===== src/rtl/spaceship_pkg.sv =====
// Shared types and geometry for the spaceship movement controller.
// Latency: n/a (declarations only).
// Backpressure: n/a.
package spaceship_pkg;

    localparam int POS_W = 4;
    localparam logic [POS_W-1:0] POS_MIN  = 4'd0;
    localparam logic [POS_W-1:0] POS_MAX  = 4'd15;
    localparam logic [POS_W-1:0] POS_INIT = 4'd7;

    // Player button state machine
    typedef enum logic [2:0] {
        ST_IDLE   = 3'd0,
        ST_FIRST  = 3'd1,
        ST_DELAY  = 3'd2,
        ST_REPEAT = 3'd3,
        ST_BLOCK  = 3'd4
    } move_state_e;

endpackage


===== src/rtl/spaceship_move_ctrl_if.sv =====
// Bundles the controller's button/frame/autopilot inputs and position outputs.
// Latency: n/a (wires only).
// Backpressure: none; all signals are levels or single-cycle pulses.
interface spaceship_move_ctrl_if #(
    parameter int POS_W = spaceship_pkg::POS_W
);
    logic             btn_up_n;
    logic             btn_down_n;
    logic             frame_tick;
    logic             freeze;
    logic             auto_en;
    logic [POS_W-1:0] auto_target;
    logic [POS_W-1:0] pos;
    logic             step_up;
    logic             step_down;
    logic             at_min;
    logic             at_max;
    logic             owner;

    // Game logic side: drives controls, observes the ship
    modport master (
        output btn_up_n, btn_down_n, frame_tick, freeze, auto_en, auto_target,
        input  pos, step_up, step_down, at_min, at_max, owner
    );

    // Controller side
    modport slave (
        input  btn_up_n, btn_down_n, frame_tick, freeze, auto_en, auto_target,
        output pos, step_up, step_down, at_min, at_max, owner
    );
endinterface


===== src/rtl/btn_debounce.sv =====
// Two-flop synchronizer plus run-length debouncer for one active-low button.
// Latency: clean level follows the raw pin DEB_CYC+2 cycles after it settles.
// Backpressure: none; free-running level filter.
module btn_debounce #(
    parameter int DEB_CYC = 16
) (
    input  logic clk,
    input  logic rst_n,
    input  logic btn_n,
    output logic clean_n,
    output logic settled
);
    localparam int CNT_W = $clog2(DEB_CYC + 1);
    localparam logic [CNT_W-1:0] CNT_LAST = CNT_W'(DEB_CYC - 1);

    logic             sync1_q, sync1_d, sync2_q, sync2_d;
    logic             run_q, run_d;
    logic             clean_q, clean_d;
    logic             settled_q, settled_d;
    logic [CNT_W-1:0] cnt_q, cnt_d;

    // Track the length of the current run of identical samples; a run of
    // DEB_CYC samples becomes the clean level. settled marks that at least
    // one full run has been seen since reset, so reset values are not trusted.
    always_comb begin
        sync1_d   = btn_n;
        sync2_d   = sync1_q;
        run_d     = run_q;
        cnt_d     = cnt_q;
        clean_d   = clean_q;
        settled_d = settled_q;
        if (sync2_q != run_q) begin
            run_d = sync2_q;
            cnt_d = '0;
        end else if (cnt_q != CNT_LAST) begin
            cnt_d = cnt_q + CNT_W'(1);
        end
        if (cnt_d == CNT_LAST) begin
            clean_d   = run_d;
            settled_d = 1'b1;
        end
    end

    // State registers; everything idles at "released"
    always_ff @(posedge clk or negedge rst_n) begin
        if (!rst_n) begin
            sync1_q   <= 1'b1;
            sync2_q   <= 1'b1;
            run_q     <= 1'b1;
            cnt_q     <= '0;
            clean_q   <= 1'b1;
            settled_q <= 1'b0;
        end else begin
            sync1_q   <= sync1_d;
            sync2_q   <= sync2_d;
            run_q     <= run_d;
            cnt_q     <= cnt_d;
            clean_q   <= clean_d;
            settled_q <= settled_d;
        end
    end

    assign clean_n = clean_q;
    assign settled = settled_q;
endmodule


===== src/rtl/spaceship_move_ctrl.sv =====
// Spaceship position register driven by debounced buttons with auto-repeat, or by an autopilot.
// Latency: pos and step pulses update one cycle after a step decision; buttons add DEB_CYC+3 cycles.
// Backpressure: none; freeze suppresses movement, steps at the rails are dropped.
module spaceship_move_ctrl #(
    parameter int               POS_W    = spaceship_pkg::POS_W,
    parameter logic [POS_W-1:0] POS_MIN  = POS_W'(spaceship_pkg::POS_MIN),
    parameter logic [POS_W-1:0] POS_MAX  = POS_W'(spaceship_pkg::POS_MAX),
    parameter logic [POS_W-1:0] POS_INIT = POS_W'(spaceship_pkg::POS_INIT),
    parameter int               DEB_CYC  = 16,
    parameter int               RPT_DLY  = 8,
    parameter int               RPT_RATE = 2
) (
    input  logic                 clk,
    input  logic                 rst_n,
    spaceship_move_ctrl_if.slave bus
);
    import spaceship_pkg::*;

    localparam int RPT_MAX = (RPT_DLY > RPT_RATE) ? RPT_DLY : RPT_RATE;
    localparam int CNT_W   = $clog2(RPT_MAX + 1);
    localparam logic [CNT_W-1:0] DLY_LAST  = CNT_W'(RPT_DLY - 1);
    localparam logic [CNT_W-1:0] RATE_LAST = CNT_W'(RPT_RATE - 1);

    logic up_clean_n, dn_clean_n, up_settled, dn_settled;
    logic up_p, dn_p, held, pstep, auto_go, want_up, want_dn;

    move_state_e      state_q, state_d;
    logic [CNT_W-1:0] cnt_q, cnt_d;
    logic             dir_q, dir_d;       // 1 = up
    logic             lock_q, lock_d;     // buttons must be released before a new press counts
    logic [POS_W-1:0] pos_q, pos_d;
    logic             step_up_q, step_up_d, step_dn_q, step_dn_d;
    logic             owner_q, owner_d, at_min_q, at_min_d, at_max_q, at_max_d;

    btn_debounce #(.DEB_CYC(DEB_CYC)) u_deb_up (
        .clk(clk), .rst_n(rst_n), .btn_n(bus.btn_up_n), .clean_n(up_clean_n), .settled(up_settled));
    btn_debounce #(.DEB_CYC(DEB_CYC)) u_deb_dn (
        .clk(clk), .rst_n(rst_n), .btn_n(bus.btn_down_n), .clean_n(dn_clean_n), .settled(dn_settled));

    assign up_p = ~up_clean_n;
    assign dn_p = ~dn_clean_n;
    assign held = dir_q ? up_p : dn_p;

    // Player FSM: freeze beats everything, both-pressed beats per-state moves
    always_comb begin
        state_d = state_q;
        cnt_d   = cnt_q;
        dir_d   = dir_q;
        pstep   = 1'b0;
        if (bus.freeze) begin
            state_d = ST_IDLE;
        end else if (up_p && dn_p) begin
            state_d = ST_BLOCK;
        end else begin
            case (state_q)
                ST_IDLE: if ((up_p ^ dn_p) && !lock_q) begin
                    state_d = ST_FIRST;
                    dir_d   = up_p;
                end
                ST_FIRST: if (!held) state_d = ST_IDLE;
                          else begin pstep = 1'b1; state_d = ST_DELAY; end
                ST_DELAY: if (!held) state_d = ST_IDLE;
                          else if (bus.frame_tick) begin
                              if (cnt_q == DLY_LAST) begin pstep = 1'b1; state_d = ST_REPEAT; end
                              else cnt_d = cnt_q + CNT_W'(1);
                          end
                ST_REPEAT: if (!held) state_d = ST_IDLE;
                           else if (bus.frame_tick) begin
                               if (cnt_q == RATE_LAST) begin pstep = 1'b1; cnt_d = '0; end
                               else cnt_d = cnt_q + CNT_W'(1);
                           end
                ST_BLOCK: if (!up_p && !dn_p) state_d = ST_IDLE;
                default:  state_d = ST_IDLE;
            endcase
        end
        if (state_d != state_q) cnt_d = '0;
    end

    // Press lockout: armed by reset and freeze, cleared once both buttons read released
    always_comb begin
        lock_d = lock_q;
        if (bus.freeze) lock_d = 1'b1;
        else if (!up_p && !dn_p && up_settled && dn_settled) lock_d = 1'b0;
    end

    // Arbitration and saturating position update; a player step always wins
    always_comb begin
        auto_go = (state_q == ST_IDLE) && (state_d == ST_IDLE) && bus.auto_en && !bus.freeze
                  && bus.frame_tick && (pos_q != bus.auto_target);
        want_up   = pstep ? dir_q  : (auto_go && (bus.auto_target > pos_q));
        want_dn   = pstep ? !dir_q : (auto_go && (bus.auto_target < pos_q));
        step_up_d = want_up && (pos_q != POS_MAX);
        step_dn_d = want_dn && (pos_q != POS_MIN);
        pos_d     = pos_q;
        if (step_up_d)      pos_d = pos_q + POS_W'(1);
        else if (step_dn_d) pos_d = pos_q - POS_W'(1);
        owner_d  = (state_d == ST_IDLE) && bus.auto_en && !bus.freeze;
        at_min_d = (pos_d == POS_MIN);
        at_max_d = (pos_d == POS_MAX);
    end

    // State registers
    always_ff @(posedge clk or negedge rst_n) begin
        if (!rst_n) begin
            state_q   <= ST_IDLE;
            cnt_q     <= '0;
            dir_q     <= 1'b0;
            lock_q    <= 1'b1;
            pos_q     <= POS_INIT;
            step_up_q <= 1'b0;
            step_dn_q <= 1'b0;
            owner_q   <= 1'b0;
            at_min_q  <= (POS_INIT == POS_MIN);
            at_max_q  <= (POS_INIT == POS_MAX);
        end else begin
            state_q   <= state_d;
            cnt_q     <= cnt_d;
            dir_q     <= dir_d;
            lock_q    <= lock_d;
            pos_q     <= pos_d;
            step_up_q <= step_up_d;
            step_dn_q <= step_dn_d;
            owner_q   <= owner_d;
            at_min_q  <= at_min_d;
            at_max_q  <= at_max_d;
        end
    end

    assign bus.pos       = pos_q;
    assign bus.step_up   = step_up_q;
    assign bus.step_down = step_dn_q;
    assign bus.owner     = owner_q;
    assign bus.at_min    = at_min_q;
    assign bus.at_max    = at_max_q;
endmodule

===== src/flat_wrapper.sv =====
// flat-port wrapper written by rule: the top's interface ports become plain ports
module spaceship_move_ctrl_flat import spaceship_pkg::*;
#(
    parameter int               POS_W    = spaceship_pkg::POS_W,
    parameter logic [POS_W-1:0] POS_MIN  = POS_W'(spaceship_pkg::POS_MIN),
    parameter logic [POS_W-1:0] POS_MAX  = POS_W'(spaceship_pkg::POS_MAX),
    parameter logic [POS_W-1:0] POS_INIT = POS_W'(spaceship_pkg::POS_INIT),
    parameter int               DEB_CYC  = 16,
    parameter int               RPT_DLY  = 8,
    parameter int               RPT_RATE = 2
)
  (clk, rst_n, bus_btn_up_n, bus_btn_down_n, bus_frame_tick, bus_freeze, bus_auto_en, bus_auto_target, bus_pos, bus_step_up, bus_step_down, bus_at_min, bus_at_max, bus_owner);
  spaceship_move_ctrl_if #(.POS_W(POS_W)) bus_i ();
  input  logic clk;
  input  logic rst_n;
  input wire logic [$bits(bus_i.btn_up_n)-1:0] bus_btn_up_n;
  input wire logic [$bits(bus_i.btn_down_n)-1:0] bus_btn_down_n;
  input wire logic [$bits(bus_i.frame_tick)-1:0] bus_frame_tick;
  input wire logic [$bits(bus_i.freeze)-1:0] bus_freeze;
  input wire logic [$bits(bus_i.auto_en)-1:0] bus_auto_en;
  input wire logic [$bits(bus_i.auto_target)-1:0] bus_auto_target;
  output wire logic [$bits(bus_i.pos)-1:0] bus_pos;
  output wire logic [$bits(bus_i.step_up)-1:0] bus_step_up;
  output wire logic [$bits(bus_i.step_down)-1:0] bus_step_down;
  output wire logic [$bits(bus_i.at_min)-1:0] bus_at_min;
  output wire logic [$bits(bus_i.at_max)-1:0] bus_at_max;
  output wire logic [$bits(bus_i.owner)-1:0] bus_owner;
  assign bus_i.btn_up_n = bus_btn_up_n;
  assign bus_i.btn_down_n = bus_btn_down_n;
  assign bus_i.frame_tick = bus_frame_tick;
  assign bus_i.freeze = bus_freeze;
  assign bus_i.auto_en = bus_auto_en;
  assign bus_i.auto_target = bus_auto_target;
  assign bus_pos = bus_i.pos;
  assign bus_step_up = bus_i.step_up;
  assign bus_step_down = bus_i.step_down;
  assign bus_at_min = bus_i.at_min;
  assign bus_at_max = bus_i.at_max;
  assign bus_owner = bus_i.owner;
  spaceship_move_ctrl #(.POS_W(POS_W), .POS_MIN(POS_MIN), .POS_MAX(POS_MAX), .POS_INIT(POS_INIT), .DEB_CYC(DEB_CYC), .RPT_DLY(RPT_DLY), .RPT_RATE(RPT_RATE)) u_core (.clk(clk), .rst_n(rst_n), .bus(bus_i));
endmodule

===== config.mk =====
export PLATFORM = sky130hd
export DESIGN_NAME = spaceship_move_ctrl_flat
export DESIGN_NICKNAME = d
export VERILOG_FILES = /design/src/rtl/spaceship_pkg.sv /design/src/rtl/spaceship_move_ctrl_if.sv /design/src/rtl/btn_debounce.sv /design/src/rtl/spaceship_move_ctrl.sv /design/src/flat_wrapper.sv
export SDC_FILE = /design/constraint.sdc
export NUM_CORES = 1
export LEC_CHECK = 0
export ABC_AREA = 0
export CORE_ASPECT_RATIO = 1.25
export CORE_MARGIN = 4
export CORE_UTILIZATION = 30
export CTS_CLUSTER_DIAMETER = 30
export DETAILED_ROUTE_END_ITERATION = 10
export HOLD_SLACK_MARGIN = 0.03
export PLACE_DENSITY = 0.43
export SLEW_MARGIN = 30
export SYNTH_ARGS = -nofsm -noshare
export SYNTH_HDL_FRONTEND = slang
export SYNTH_HIERARCHICAL = 1
export SYNTH_SLANG_ARGS = --single-unit

===== constraint.sdc =====
create_clock -name clk -period 3.92 [get_ports clk]
set_input_delay 0.784 -clock clk [delete_from_list [all_inputs] [get_ports clk]]
set_output_delay 0.784 -clock clk [all_outputs]
set_load 0.1 [all_outputs]

==> summary.md, run 1 <==
| Metric | Value |
|---|---|
| Ant. Diodes | 0 |
| Nets@finish | between 200 and 300 |
| WHS | approximately 0.36 ns |
| Crit end category | flip-flop |
| Routability Congestion | 0.802 |
| Post-Synth Adder-Cell Area | 9.16% |
| Routed vias/inst | around 5.1 |
| CTS Hold Bufs | 0 |
| Area grow syn2layout | 17.2% |
| Synth Area per Inst | 10.9 µm² |
| I/O Buffers | 19 |
| Hold path depth | 0 |
| Post-synthesis sequential area ratio | 44.2% |
| Hold path startpoint | u_core/u_deb_dn/sync1_q |
| Sequential cell area | 966 µm² |
| Final Hold Viols | 0 |
| Row count | 34 |
| DP Worst Slack | 0.673 ns |
| Crit path buf inv count | 1 |
| Minimum clock period | 2.94 ns |
| Mapped Area | 2190 µm² |
| Initial Util | 31.1% |
| Status | finished, final reports clean |
| Multi-input logic area | approximately 1100 µm² |
| Routed WL | 4320 µm |
| Flops & latches, synth | 38 |
| Total Power | 0.887 mW |
| Number of synthesized flops with an enable pin | 0 |
| Vias in the first global route | 1624 |
| Global route overflow | 0 |
| Routed wire per std cell | approximately 14 µm |
| Share of layout cells above drive strength 1 | between 10% and 20% |
| Max FO, Critical Path | 5 |
| Gate family responsible for the most delay along the worst path | simple AND/OR/NAND/NOR gates |
| Io pins | 20 |
| Max Transition Viols Final | 0 |
| Syn Nets | 228 |
| Most common cell after layout, fill and taps aside | dfrtp_1 |
| First-pass GRT wire length | 7800 µm |
| Most frequent cells in the layout | 26 x dfrtp_1, 18 x clkdlybuf4s50_1, 16 x nor2_1, 16 x ha_1, 14 x inv_1 |
| Clk Latency, worst-skew pair | 0.28 ns |
| Global Route Usage Sum | between 10% and 20% |
| First-pass DRT Iterations | 4 |
| Starting DRT DRC Count | 28 |
| Cell Area, Placed | 2460 µm² |
| Post-route cell area | approximately 2600 µm² |
| Clock transition at path regs | 0.08 ns |
| Compound-cell area share of the yosys netlist | 12.9% |
| Chip Width | 84.3 µm |
| TritonCTS clock tree | done |
| Mux share of post-synthesis cell area | 4.69% |
| Fraction of registers with async set/reset | 100% |
| CP arrival | 3.11 ns |
| Cells after synthesis | 201 |
| Max stage delay on crit path | 0.53 ns |
| Post-CTS setup buffers | 0 |
| R2R depth | 9 |
| Synth Area in XOR/XNOR | 3.21% |
| Placed Cells | about 300 |
| Max cap viols | 0 |
| PwrDens | 346 nW/µm² |
| Netlist cell types | 52 |
| Top-area cell type share of the netlist area | 29.8% |
| Die height | between 100 and 150 µm |
| Final design utilization | approximately 37% |
| Total number of vias | between 1500 and 2000 |
| Hold Path Class | reg -> reg |
| Final-layout fill cell count | about 730 |
| Final std cells w/o fill | 315 |
| Simple-gate area share of the yosys netlist | ~22% |
| Worst R2R Setup Slack | about 1.1 ns |
| CTS Buf Count | 5 |
| Worst path cell trace | clkdlybuf4s50_1 > or4b_4 > nor4_4 > o31ai_2 > o22a_4 > o32ai_1 > a21oi_1 > nor4_1 |
| Fin Clk Skew | 0.00676 ns |
| Largest family of logic cells by synthesized area | simple AND/OR/NAND/NOR gates |
| Crit-path slowest cell | clkdlybuf4s50_1 |
| TNS Setup | 0 ns |
| CP Class | in -> reg |
| Hold endpoint | u_core/u_deb_dn/sync2_q |
| YS warnings | 6 |
| Post-synth top flop | dfrtp_1 |
| Initial antenna violation count | 0 |
| Final antenna-violating net count | 0 |
| Number of remaining DRC errors | 0 |
| Core Box Area | 7020 µm² |
| DPL Wire Length | between 3000 and 4000 µm |
| CP Data Required Time | 4.09 ns |
| CTS Sinks | 38 |
| Slew margin rel. | 35.2% |
| PnR worst setup slack | 0.979 ns |
| Unrepaired setup endpoints after global routing | false |
| FF-to-FF Start | u_core/u_deb_up/clean_n |
| Fin crit share | between 70 and 80% |
| Area leader, netlist | dfrtp_1 |
| Final setup fails | 0 |
| Deepest clock path buffer count | 2 |
| H-tree depth | 2 |
| Largest cells by area after synthesis | dfrtp_1 30%, dfstp_2 14%, ha_1 9.2% |
| Achievable frequency | between 300 and 400 MHz |
| Peak supply drop | 0.223 mV |
| PostCTS Resize Cnt | 0 |
| Pleak | 1.18 nW |
| CTS Root Cell | clkbuf_8 |
| CP startpoint kind | input port |
| Worst reg2reg endpoint | u_core/bus.at_min |
| Full die area | 8720 µm² |
| Worst-margin pin slew | 0.969 ns |
| Largest net degree at the start of global routing | 39 |
-- how the worst max path moves through the flow --
stage	slack (ns)	startpoint	to	cells past startpoint
after floorplan	0.86	u_core/bus.pos[3]	u_core/bus.at_max	9
after global placement	0.73	bus_auto_target[0]	u_core/bus.at_max	10
after detailed placement	0.67	bus_auto_target[0]	u_core/bus.at_min	10
after CTS	0.98	bus_auto_target[0]	u_core/bus.at_min	10
after global routing	0.74	bus_auto_target[3]	u_core/bus.at_min	9
final	0.98	bus_frame_tick	u_core/bus.at_min	8
-- metal layers --
metal,track usage [%],vias up,share of wire [%]
met5,0,-,0
met4,5.12,0,2.2
met1,13.4,777,45
li1,-,777,-
met2,18.9,33,48
met3,2.61,7,4.1
-- area by class of cell --
| type | instances | share of cell area [%] |
|---|---|---|
| clock buffers | 6 | 3.22 |
| clock inverters | 2 | 0.488 |
| inverters | 14 | 2.05 |
| multi-input cells | 145 | 44.5 |
| flip-flops and latches | 38 | 37.7 |
| well taps | 90 | 4.39 |
| repair buffers | 20 | 7.62 |
-- synth_stat cells, types with 2 or more instances --
library cell	number
nand2_1	7
o211a_1	2
a21oi_1	8
and2_1	3
dfstp_2	12
mux2_1	2
nor2b_1	5
nor2_1	16
or2_2	2
o31ai_2	2
nand4b_4	2
buf_2	3
o21ai_0	5
or2b_1	2
a2111oi_0	2
xnor2_1	5
xor2_1	3
and4_1	2
nor4b_1	2
a21boi_0	2
ha_1	16
a31o_2	2
or3b_2	2
dfrtp_1	26
nand3b_1	6
nand4_1	4
and4b_1	2
inv_1	14
o22ai_1	2
mux2i_1	8
a31oi_1	2
nor3_1	6
nand3_1	4
nor4_1	2
-- worst reg2reg max path: stages (launching register included) --
cell,delay [ns]
dfstp_2,0.57
inv_1,0.05
ha_1,0.27
nor4b_1,0.49
a21oi_1,0.14
o31ai_2,0.36
o22a_2,0.26
o221a_2,0.20
a21oi_1,0.06
nor4_1,0.34
-- flip-flops by register name, indices dropped and copies added, names as in the netlist --
signal,flops
u_core/cnt_q,4
u_core/u_deb_up/cnt_q,5
u_core/u_deb_dn/cnt_q,5
u_core/u_deb_dn/settled,1
u_core/u_deb_up/run_q,1
u_core/lock_q,1
u_core/bus.owner,1
u_core/u_deb_up/sync1_q,1
u_core/u_deb_up/clean_n,1
u_core/bus.step_down,1
u_core/u_deb_dn/clean_n,1
u_core/u_deb_dn/sync1_q,1
u_core/bus.step_up,1
u_core/bus.at_max,1
u_core/u_deb_dn/sync2_q,1
u_core/bus.pos,4
u_core/dir_q,1
u_core/bus.at_min,1
u_core/u_deb_up/settled,1
u_core/state_q,3
u_core/u_deb_up/sync2_q,1
u_core/u_deb_dn/run_q,1
-- where the power goes --
group | switching (mW) | internal [mW]
combinational | 0.0772 | 0.0685
clock | 0.138 | 0.141
sequential | 0.0389 | 0.424
total | 0.254 | 0.634
-- logic make-up after synthesis --
kind of cell	count (synthesis)
and+or+nand+nor	74
DFF	38
AOI/OAI and AO/OA	37
buffers and inverters	18
adders and majority gates	16
muxes	10
xor gates and xnor gates	8
No activity file was read; power rests on OpenSTA's default activity.
==> run 2: changes to the inputs <==
- PLACE_DENSITY: 0.43 -> 0.45
- clock period: 3.92 -> 2.4 ns (I/O delays scaled with it)
==> run 2 against run 1 <==
Effect of this change:
- the run now ends with setup timing left
- clock skew about the same
- cell count increased by 11%
- clock-buffer cell count down 1
- combinational power is 77% higher
- register-to-register slack worse by 1.2 ns
- hold slack worse by 0.12 ns
- cell area grew 18%
- first-iteration DRC count rose by 68%
- core utilization rose by 6.5 points
- largest cell class unchanged
- setup slack got worse by 1.1 ns
- highest routed layer unchanged
- flip-flop and latch count unchanged
==> summary.md, run 2 (synthesized netlist as in run 1, its figures left out) <==
| Metric | Value |
|---|---|
| Status | complete, but fails checks |
| Failing checks | setup timing |
| Initial Util | 31.1% (unchanged) |
| I/O Buffers | 19 (unchanged) |
| Largest net degree at the start of global routing | 32 (-18%) |
| Peak supply drop | 0.251 mV (+12%) |
| CTS Buf Count | 5 (unchanged) |
| Final-layout fill cell count | 686 (-6.4%) |
| CP startpoint kind | input port |
| Most common cell after layout, fill and taps aside | buf_4 |
| Minimum clock period | between 2 and 3 ns |
| Max Transition Viols Final | 0 (unchanged) |
| Clk Latency, worst-skew pair | 0.29 ns (about the same) |
| Nets@finish | 286 (+14%) |
| CP arrival | 2.77 ns (-0.34 ns) |
| Crit end category | flip-flop |
| Setup crit end | u_core/bus.at_max |
| Routed vias/inst | 4.83 (-4.6%) |
| Starting DRT DRC Count | 47 (+68%) |
| CTS Sinks | 38 (unchanged) |
| Routed WL | 4740 µm (+9.8%) |
| Fin crit share | 106% |
| Number of remaining DRC errors | 0 (unchanged) |
| DPL Wire Length | 3460 µm (+11%) |
| Most frequent cells in the layout | 44 x buf_4, 24 x dfrtp_1, 16 x nor2_1 |
| Final Hold Viols | 0 (unchanged) |
| CP startpoint | bus_auto_target[3] |
| Unrepaired setup endpoints after global routing | true |
| Total Power | 1.56 mW (+76%) |
| Chip Width | 84.3 µm (unchanged) |
| PwrDens | 516 nW/µm² (+49%) |
| R2R depth | 10 (+1) |
| Full die area | 8720 µm² (unchanged) |
| Vias in the first global route | 1772 (+9.1%) |
| Routed wire per std cell | 13.5 µm (-1.2%) |
| Worst R2R Setup Slack | -0.13 ns (-1.21 ns) |
| PnR worst setup slack | -0.145 ns (-1.12 ns) |
| Pleak | 1.39 nW (+18%) |
| Worst-margin pin slew | 0.698 ns (-0.271 ns) |
| CP Class | in -> reg |
| Hold Path Class | in -> async |
| Achievable frequency | 393 MHz |
| DP Worst Slack | -0.501 ns (-1.17 ns) |
| Io pins | 20 (unchanged) |
| Final antenna-violating net count | 0 (unchanged) |
| Row count | 34 (unchanged) |
| Fin Clk Skew | 0.00675 ns (-0.0000153 ns) |
| Share of layout cells above drive strength 1 | 40.4% (+24 points) |
| Biggest regs | u_core/u_deb_dn/cnt_q x5, u_core/u_deb_up/cnt_q x5 |
| Final setup fails | 3 (+3) |
| First-pass DRT Iterations | 4 (unchanged) |
| Initial antenna violation count | 0 (unchanged) |
| FF-to-FF Start | u_core/u_deb_dn/clean_n |
| CTS Root Cell | clkbuf_8 |
| Global Route Usage Sum | 12.2% (+1.1 points) |
| Deepest clock path buffer count | 2 (unchanged) |
| Max FO, Critical Path | 6 (+1) |
| Area grow syn2layout | 38.2% |
| H-tree depth | 2 (unchanged) |
| CTS Hold Bufs | 0 (unchanged) |
| Max cap viols | 0 (unchanged) |
| Die height | 103 µm (unchanged) |
| Worst reg2reg endpoint | u_core/bus.at_max |
| TritonCTS clock tree | done |
| Clock transition at path regs | 0.08 ns (about the same) |
| Total number of vias | 1689 (+6.0%) |
| CP Data Required Time | 2.63 ns (-1.46 ns) |
| Ant. Diodes | 0 (unchanged) |
| Core Box Area | 7020 µm² (unchanged) |
| First-pass GRT wire length | 8520 µm (+9.2%) |
| WHS | 0.233 ns (-0.124 ns) |
| Routability Congestion | 0.755 (-5.8%) |
| Global route overflow | 0 (unchanged) |
| Slew margin rel. | 53.5% (+18 points) |
run 2: cell count changes in the layout (fill, tap and decap cells not counted), sizes merged:
cell / delta
buf: +44
bufinv: +1
clkbuf: -1
clkdlybuf4s50: -11
clkinv: +1
clkinvlp: -1
dlymetal6s2s: +2
run 2: final cells by class:
| class | count | area [µm²] | area share, % |
|---|---|---|---|
| flip-flops and latches | 38 | 982 | 32.5 |
| repair buffers | 55 | 442 | 14.6 |
| well taps | 90 | 113 | 3.73 |
| clock buffers | 5 | 68.8 | 2.28 |
| clock inverters | 3 | 40.0 | 1.33 |
| inverters | 14 | 57.6 | 1.90 |
| multi-input cells | 145 | 1320 | 43.6 |
run 2: repair_timing:
action | CTS | global route
gates resized for setup | 9 | 16
setup buffers | 2 | 0
pin swaps | 6 | 9
setup endpoints to repair | 5 | 8
run 2: stage by stage:
| stage | setup TNS (ns) | instances | util [%] | cell area, µm² |
|---|---|---|---|---|
| after floorplan | -0.143 | 201 | - | 2260 |
| after global placement | -1.84 | 341 | 39.5 | 2770 |
| after detailed placement | -2.01 | 341 | 39.5 | 2770 |
| after CTS | -0.626 | 351 | 42.0 | 2950 |
| after global routing | -0.828 | 350 | 43.0 | 3020 |
| final | -0.335 | 350 | 43.0 | 3020 |
run 2: critical path, cell delays in order:
cell             delay [ns]
clkdlybuf4s50_1        0.50
ha_4                   0.21
and4_4                 0.19
nor4_4                 0.25
o31ai_4                0.13
o22a_2                 0.31
o32a_1                 0.40
o31ai_4                0.08
and4_1                 0.22
run 2: worst min-delay path by stage:
stage | to | cells after the start | startpoint
floorplan | u_core/bus.at_max | 0 | rst_n
global placement | u_core/u_deb_up/sync2_q | 0 | u_core/u_deb_up/sync1_q
detailed placement | u_core/u_deb_up/sync2_q | 0 | u_core/u_deb_up/sync1_q
CTS | u_core/bus.at_min | 1 | rst_n
global route | u_core/bus.at_min | 1 | rst_n
finish | u_core/u_deb_up/cnt_q[4] | 1 | rst_n
run 2: layer usage:
layer  wire, µm  GRT usage [%]  vias to the layer above
met5          0              0                        -
met4         36           4.38                        0
met3        189           3.09                        2
met2       2310           20.4                       26
met1       2210           15.4                      811
li1           -              -                      850
run 2: report_power, final:
part           internal, mW  leakage, nW  switching [mW]  total (mW)
clock network         0.306       0.0579           0.239       0.545
logic                 0.125        0.866           0.134       0.258
registers             0.692        0.470          0.0623       0.755
total                  1.12         1.39           0.435        1.56
